$ cat config.mk
export PLATFORM = sky130hd
export DESIGN_NAME = wr_buf_ctrl
export DESIGN_NICKNAME = d
export VERILOG_FILES = /design/src/rtl/wr_buf_ctrl.sv
export SDC_FILE = /design/constraint.sdc
export NUM_CORES = 1
export LEC_CHECK = 0
export CORE_MARGIN = 2
export CORE_UTILIZATION = 40
export DETAILED_ROUTE_END_ITERATION = 7
export GPL_ROUTABILITY_DRIVEN = 1
export PLACE_DENSITY = 0.7
export SYNTH_ARGS = -nofsm -noshare
export SYNTH_HDL_FRONTEND = slang
export SYNTH_SLANG_ARGS = --single-unit
$ cat constraint.sdc
create_clock -name clk -period 13.68 [get_ports clk]
set_input_delay 4.104 -clock clk [delete_from_list [all_inputs] [get_ports clk]]
set_output_delay 4.104 -clock clk [all_outputs]
set_load 0.02 [all_outputs]
$ cat src/rtl/wr_buf_ctrl.sv
// Write buffer in front of a cache data array: merges into the youngest entry and
// drains the head through tag lookup, line allocation/fetch, data write and tag update.
module wr_buf_ctrl #(
    parameter int ADDR_WIDTH = 32,
    parameter int DATA_WIDTH = 32,
    parameter int LIST_DEPTH = 4,
    parameter int LIST_WIDTH = 32,
    parameter int WB_DEPTH   = 4,
    localparam int BYTES = DATA_WIDTH / 8,
    localparam int TW    = $clog2(LIST_DEPTH),
    localparam int OFF   = $clog2(LIST_WIDTH * BYTES),
    localparam int WW    = $clog2(LIST_WIDTH)
) (
    input  logic                  clk,
    input  logic                  rst,

    input  logic                  acc_wr_valid,
    output logic                  acc_wr_ready,
    input  logic [ADDR_WIDTH-1:0] acc_wr_addr,
    input  logic [DATA_WIDTH-1:0] acc_wr_data,
    input  logic [BYTES-1:0]      acc_wr_strb,
    output logic                  acc_wr_done,

    output logic                  acc_req,
    output logic [2:0]            acc_cmd,
    output logic [ADDR_WIDTH-1:0] acc_index,
    output logic [TW-1:0]         acc_tag,
    input  logic                  acc_gnt,
    input  logic [2:0]            acc_status,
    input  logic [TW-1:0]         return_tag,
    input  logic [ADDR_WIDTH-1:0] return_index,

    output logic                  fetch_req,
    output logic [1:0]            fetch_cmd,
    output logic [ADDR_WIDTH-1:0] fetch_addr,
    output logic [TW-1:0]         fetch_tag,
    input  logic                  fetch_gnt,
    input  logic                  fetch_done,

    output logic                  mem_wen,
    output logic [TW+WW-1:0]      mem_waddr,
    output logic [DATA_WIDTH-1:0] mem_wdata,
    output logic [BYTES-1:0]      mem_wstrb,
    input  logic                  mem_wready,

    input  logic                  flush_req,
    output logic                  wb_empty
);

    localparam int BW  = $clog2(BYTES);
    localparam int PW  = $clog2(WB_DEPTH);
    localparam int WAW = ADDR_WIDTH - BW;

    typedef enum logic [2:0] {
        IDLE, LOOKUP, RETRY, ALLOC, FETCH_REQ, WAIT_FETCH, MEM_WR, UPDATE
    } state_t;

    state_t state, state_next;

    // Entries hold word addresses; the byte-offset bits of a request carry no meaning here.
    logic [WAW-1:0]        buf_waddr [WB_DEPTH];
    logic [DATA_WIDTH-1:0] buf_data  [WB_DEPTH];
    logic [BYTES-1:0]      buf_strb  [WB_DEPTH];

    logic [PW-1:0]         wr_ptr, rd_ptr, young_ptr;
    logic [PW:0]           count;
    logic [TW-1:0]         tag_q;
    logic [ADDR_WIDTH-1:0] index_q;
    logic                  victim_dirty;
    logic                  fetched;

    logic                  full, merge_hit, push, merge, pop;
    logic [WAW-1:0]        head_waddr;
    logic [ADDR_WIDTH-1:0] head_line;
    logic                  unused_byte_bits;

    assign unused_byte_bits = ^acc_wr_addr[BW-1:0];

    assign young_ptr  = wr_ptr - PW'(1);
    assign full       = (count == (PW+1)'(WB_DEPTH));
    assign head_waddr = buf_waddr[rd_ptr];
    assign head_line  = {head_waddr[WAW-1:OFF-BW], {OFF{1'b0}}};

    // The youngest entry is frozen only when it is also the head being drained.
    assign merge_hit = (count != '0)
                    && (acc_wr_addr[ADDR_WIDTH-1:BW] == buf_waddr[young_ptr])
                    && !((count == (PW+1)'(1)) && (state != IDLE));

    assign acc_wr_ready = !flush_req && (!full || merge_hit);
    assign push         = acc_wr_valid && acc_wr_ready && !merge_hit;
    assign merge        = acc_wr_valid && acc_wr_ready && merge_hit;
    assign pop          = (state == MEM_WR) && mem_wready;
    assign wb_empty     = (count == '0) && (state == IDLE);

    // NOTE: buffer storage is deliberately not reset; pointers and count decide which entries are live.
    always_ff @(posedge clk) begin
        if (push) begin
            buf_waddr[wr_ptr] <= acc_wr_addr[ADDR_WIDTH-1:BW];
            buf_data[wr_ptr]  <= acc_wr_data;
            buf_strb[wr_ptr]  <= acc_wr_strb;
        end else if (merge) begin
            for (int b = 0; b < BYTES; b++) begin
                if (acc_wr_strb[b]) begin
                    buf_data[young_ptr][8*b +: 8] <= acc_wr_data[8*b +: 8];
                end
            end
            buf_strb[young_ptr] <= buf_strb[young_ptr] | acc_wr_strb;
        end
    end

    // NOTE: all sequential state uses non-blocking assignments so every register samples pre-edge values.
    always_ff @(posedge clk) begin
        if (rst) begin
            state        <= IDLE;
            wr_ptr       <= '0;
            rd_ptr       <= '0;
            count        <= '0;
            tag_q        <= '0;
            index_q      <= '0;
            victim_dirty <= 1'b0;
            fetched      <= 1'b0;
            acc_wr_done  <= 1'b0;
        end else begin
            state       <= state_next;
            acc_wr_done <= mem_wen && mem_wready;

            if (push) wr_ptr <= wr_ptr + PW'(1);
            if (pop)  rd_ptr <= rd_ptr + PW'(1);

            case ({push, pop})
                2'b10:   count <= count + (PW+1)'(1);
                2'b01:   count <= count - (PW+1)'(1);
                default: count <= count;
            endcase

            if ((state == LOOKUP) && acc_gnt
                && ((acc_status == 3'b001) || (acc_status == 3'b010))) begin
                tag_q   <= return_tag;
                fetched <= 1'b0;
            end

            if ((state == ALLOC) && acc_gnt) begin
                tag_q        <= return_tag;
                index_q      <= return_index;
                victim_dirty <= (acc_status == 3'b010);
                fetched      <= 1'b1;
            end
        end
    end

    // NOTE: every output and the next state get a default first, so no path can infer a latch.
    always_comb begin
        state_next = state;
        acc_req    = 1'b0;
        acc_cmd    = 3'b000;
        acc_index  = '0;
        acc_tag    = '0;
        fetch_req  = 1'b0;
        fetch_cmd  = 2'b00;
        fetch_addr = '0;
        fetch_tag  = '0;
        mem_wen    = 1'b0;
        mem_waddr  = '0;
        mem_wdata  = '0;
        mem_wstrb  = '0;

        case (state)
            IDLE: begin
                if (count != '0) state_next = LOOKUP;
            end
            LOOKUP: begin
                acc_req   = 1'b1;
                acc_index = head_line;
                if (acc_gnt) begin
                    case (acc_status)
                        3'b001, 3'b010: state_next = MEM_WR;
                        3'b000:         state_next = ALLOC;
                        default:        state_next = RETRY;
                    endcase
                end
            end
            RETRY: begin
                state_next = LOOKUP;
            end
            ALLOC: begin
                acc_req   = 1'b1;
                acc_cmd   = 3'b010;
                acc_index = head_line;
                if (acc_gnt) state_next = FETCH_REQ;
            end
            FETCH_REQ: begin
                fetch_req = 1'b1;
                fetch_tag = tag_q;
                // A dirty victim is written back first; the fill follows under the same command.
                if (victim_dirty) begin
                    fetch_cmd  = 2'b10;
                    fetch_addr = index_q;
                end else begin
                    fetch_cmd  = 2'b01;
                    fetch_addr = head_line;
                end
                if (fetch_gnt) state_next = WAIT_FETCH;
            end
            WAIT_FETCH: begin
                if (fetch_done) state_next = MEM_WR;
            end
            MEM_WR: begin
                mem_wen   = 1'b1;
                mem_waddr = {tag_q, head_waddr[OFF-BW-1:0]};
                mem_wdata = buf_data[rd_ptr];
                mem_wstrb = buf_strb[rd_ptr];
                if (mem_wready) state_next = fetched ? UPDATE : IDLE;
            end
            UPDATE: begin
                acc_req = 1'b1;
                acc_cmd = 3'b100;
                acc_tag = tag_q;
                if (acc_gnt) state_next = IDLE;
            end
            default: state_next = IDLE;
        endcase
    end

endmodule

==> flow_summary.json <==
{
  "postSynth.asyncResetShare_pct": 0,
  "fp.dieArea_um2": 37300,
  "syn2layout_area_growth_pct": 26.3,
  "via_count": 8855,
  "ys_dominant_reg_cell": "edfxtp_1",
  "p_int_mw": 1.77,
  "number_of_rows_in_the_core_area": 69,
  "unrepaired_setup_endpoints_after_global_routing": "false",
  "timing.critical_path.fanout_max": 16,
  "ctsResizeCount": 0,
  "clk_pin_slew_ns": 0.06,
  "crit_path_top_delay_cell": "clkdlybuf4s50_1",
  "grt.busiest_layer": "met2",
  "tritoncts_num_sinks": 313,
  "grt_pass1_wl_um": 53000,
  "cts_tree": "built",
  "setup.worst_path.start_class": "primary input",
  "groute.usage.overall_pct": 18.7,
  "io_buffers": 224,
  "timing.setup.tns_ns": 0,
  "post-route-period-util_pct": 82.0,
  "post_route_cells_drive_above_1_share_pct": 14.6,
  "min-delay-path-class": "flip-flop to flip-flop",
  "total_number_of_yosys_warnings": 0,
  "reg2reg_depth": 10,
  "globalplace.congestion": 0.781,
  "sequential_to_total_area_share_from_yosys_stat_pct": 62.2,
  "groute.layer.met2.usage_pct": 29.5,
  "clock_insertion_delay_worst_skew_ns": 0.54,
  "drt_pass1_iterations": 5,
  "drc_errors": 0,
  "ys_seq_elements": 313,
  "p_leak_nw": 6.03,
  "wire_length_per_cell_um": 21.4,
  "antenna_violating_nets_post_route": 0,
  "critical-path-max-stage-delay_ns": 0.64,
  "post_synth_mux_area_share_pct": 18.4,
  "vdd.ir_drop.worst_mv": 0.0799,
  "ff2ff_setup_slack_ns": 8.77,
  "synth_xor_area_share_pct": 1.71,
  "regArea_um2": 8920,
  "r2r-start": "wr_ptr[0]",
  "final_net_count": 1277,
  "post_synth_and_or_nand_nor_area_fraction_pct": 9.28,
  "multi_input_area_um2": 5040,
  "path_cells": "clkdlybuf4s50_1, inv_1, a221oi_1, o2111ai_1, nor4_4, nand4_4, a21oi_1, clkdlybuf4s50_1",
  "timing.critical_path.mode_cell": "clkdlybuf4s50_1",
  "critPathLaunch": "acc_wr_addr[27]",
  "cts_made_buffers": 35,
  "share_clk_of_total_power_pct": 41.3,
  "power_density_nw_per_um2": 129,
  "number_of_max_cap_violations": 0,
  "power_switching_mw": 0.558,
  "yosys.cell_types.count": 55,
  "sequentialPowerShare_pct": 46.0,
  "critical_path.n_buffers_inverters": 3,
  "timing.final.max_slew_violations": 0,
  "floorplan_core_area_um2": 35400,
  "initial_core_utilization_pct": 40.4,
  "groute.layer.met3.usage_pct": 3.75,
  "worstPathRequired_ns": 9.58,
  "synth_edf_count": 264,
  "placed_cell_area_um2": 16900,
  "comb_power_share_pct": 12.7,
  "synth_top_family_by_area": "multiplexers",
  "cts_setup_buffers": 0,
  "n_fill_cell": 2970,
  "critical_path_cell_count": 8,
  "final_area_um2": 18100,
  "syn-instance-count": 948,
  "max_freq_mhz": 89.2,
  "endpoint": "acc_wr_ready",
  "use_met1_pct": 26.6,
  "outcome": "finished clean",
  "htreeDepth": 2,
  "r2r_end": "buf_data[2][21]",
  "synth-adder-area-share_pct": 0.787,
  "worst_setup_path_end_kind": "output pin",
  "fin_crit_ns": 11.21,
  "cts_root_buffer": "clkbuf_16",
  "diodes_inserted": 0,
  "timing_worst_setup_path_type": "primary input to output pin",
  "ctsLongestPathBuffers": 3,
  "die_h_um": 193,
  "sw_ratio_pct": 24.0,
  "final-hold-violation-count": 0,
  "cts_hold_buffers": 0,
  "first_global_vias": 8892,
  "routed_wirelength_um": 35100,
  "grt_overflow_total": 0,
  "slew-limit-headroom_pct": 23.9,
  "worst_slew_pin_slew_ns": 1.14,
  "setup_viol_count_final": 0,
  "iter_0_drt_violations": 499,
  "number_of_antenna_violations_at_the_first_check_in_global_routing": 0,
  "vias_per_cell": 5.39,
  "synth_compound_area_share_pct": 4.78,
  "syn_area_um2": 14300,
  "critical_path_arrival_ns": 7.11,
  "critPathTopFamily": "buffers and inverters",
  "grt_start_max_net_pins": 59,
  "final.setup_skew_ns": 0.0186,
  "avgSynthCellArea_um2": 15.1,
  "die_boundary_width_um": 193,
  "detailed_place_hpwl_um": 22900,
  "io-pin-count": 235
}
-- synthesized netlist by cell type (12+ instances only) --
cell type	instances	area share, %
mux2i_1	56	3.9
a21oi_1	46	1.6
nand2_1	76	2.0
clkbuf_1	38	1.0
dfxtp_1	49	6.9
xnor2_1	24	1.5
and2_1	33	1.4
a2bb2o_1	16	1.1
edfxtp_1	264	55
mux4_2	89	14
nor2_1	55	1.4
and3_1	56	2.4
buf_1	18	0.47
inv_1	12	0.31
-- metrics by stage --
stage	worst slack [ns]	power, mW	instances	hold slack [ns]	util, %
after floorplan	3.94	1.26	955	0.432	-
after global placement	2.56	1.39	1579	0.440	47.8
after detailed placement	2.46	1.39	1579	0.444	47.8
after CTS	2.46	2.35	1642	0.452	51.1
after global routing	2.34	2.41	1642	0.471	51.1
final	2.47	2.33	1642	0.448	51.1
-- power by group through the flow --
stage / Combinational (mW) / Sequential [mW] / Clock [mW]
after floorplan: 0.172 / 1.08 / 0
after global placement: 0.295 / 1.09 / 0
after detailed placement: 0.297 / 1.09 / 0
after CTS: 0.298 / 1.07 / 0.981
after global routing: 0.317 / 1.07 / 1.02
final: 0.296 / 1.07 / 0.963
-- metal layers --
| metal | share of wire (%) | routed length, µm |
|---|---|---|
| met2 | 47 | 16600 |
| met1 | 45 | 15800 |
| met4 | 1.7 | 604 |
| met5 | 0 | 0 |
| met3 | 6.0 | 2110 |
-- registers in the layout, summed over array words and instances (netlist names), named ones only --
name	cells
fetched	1
buf_strb	16
buf_waddr	120
buf_data	128
tag_q	2
index_q	32
acc_wr_done	1
wr_ptr	2
state	3
rd_ptr	2
victim_dirty	1
count	3
-- area by class of cell --
class                   count  share of cell area (%)
clock buffers              45                    5.17
inverters                  13                   0.270
multi-input cells         557                    27.9
well taps                 461                    3.19
flip-flops and latches    313                    49.4
clock inverters            18                    1.28
repair buffers            235                    12.8
-- worst min path at each step --
stage,startpoint,end,slack (ns),depth (start not counted)
3_5_place_dp,index_q[2],index_q[2],0.44,2
5_1_grt,index_q[24],index_q[24],0.47,2
2_1_floorplan,index_q[0],index_q[0],0.43,2
3_3_place_gp,index_q[4],index_q[4],0.44,2
6_report,index_q[2],index_q[2],0.45,2
4_1_cts,index_q[2],index_q[2],0.45,2
-- placed cells by master (no fill, tap or decap), drive strengths merged, types with 7 or more instances in the layout --
master | Yosys | final
edfxtp | 264 | 264
clkdlybuf4s50 | 0 | 223
mux4 | 89 | 89
nand2 | 77 | 77
mux2i | 56 | 56
nor2 | 56 | 56
and3 | 56 | 56
dfxtp | 49 | 49
a21oi | 46 | 46
clkbuf | 38 | 45
and2 | 33 | 33
xnor2 | 24 | 24
a2bb2o | 16 | 16
inv | 12 | 13
buf | 34 | 12
clkinv | 1 | 11
ha | 9 | 9
o21ai | 8 | 8
conb | 1 | 8
nand2b | 7 | 7
-- kinds of logic after synthesis --
kind of cell / count (synthesis)
AOI/OAI and AO/OA: 101
xor gates and xnor gates: 28
adders and majority gates: 9
buffers and inverters: 85
DFF: 313
muxes: 151
other: 1
and+or+nand+nor: 260
-- worst register-to-register path: stages (launching register included) --
cell and delay [ns]:
dfxtp_4 0.49, clkinv_1 0.29, ha_1 0.67, buf_4 0.49, mux4_2 0.41, xnor2_1 0.22, o2111ai_1 0.20, nor4_4 0.37
nand4_4 0.32, a211oi_1 0.52, a2bb2o_1 0.57
(Power assumes the default switching activity.)
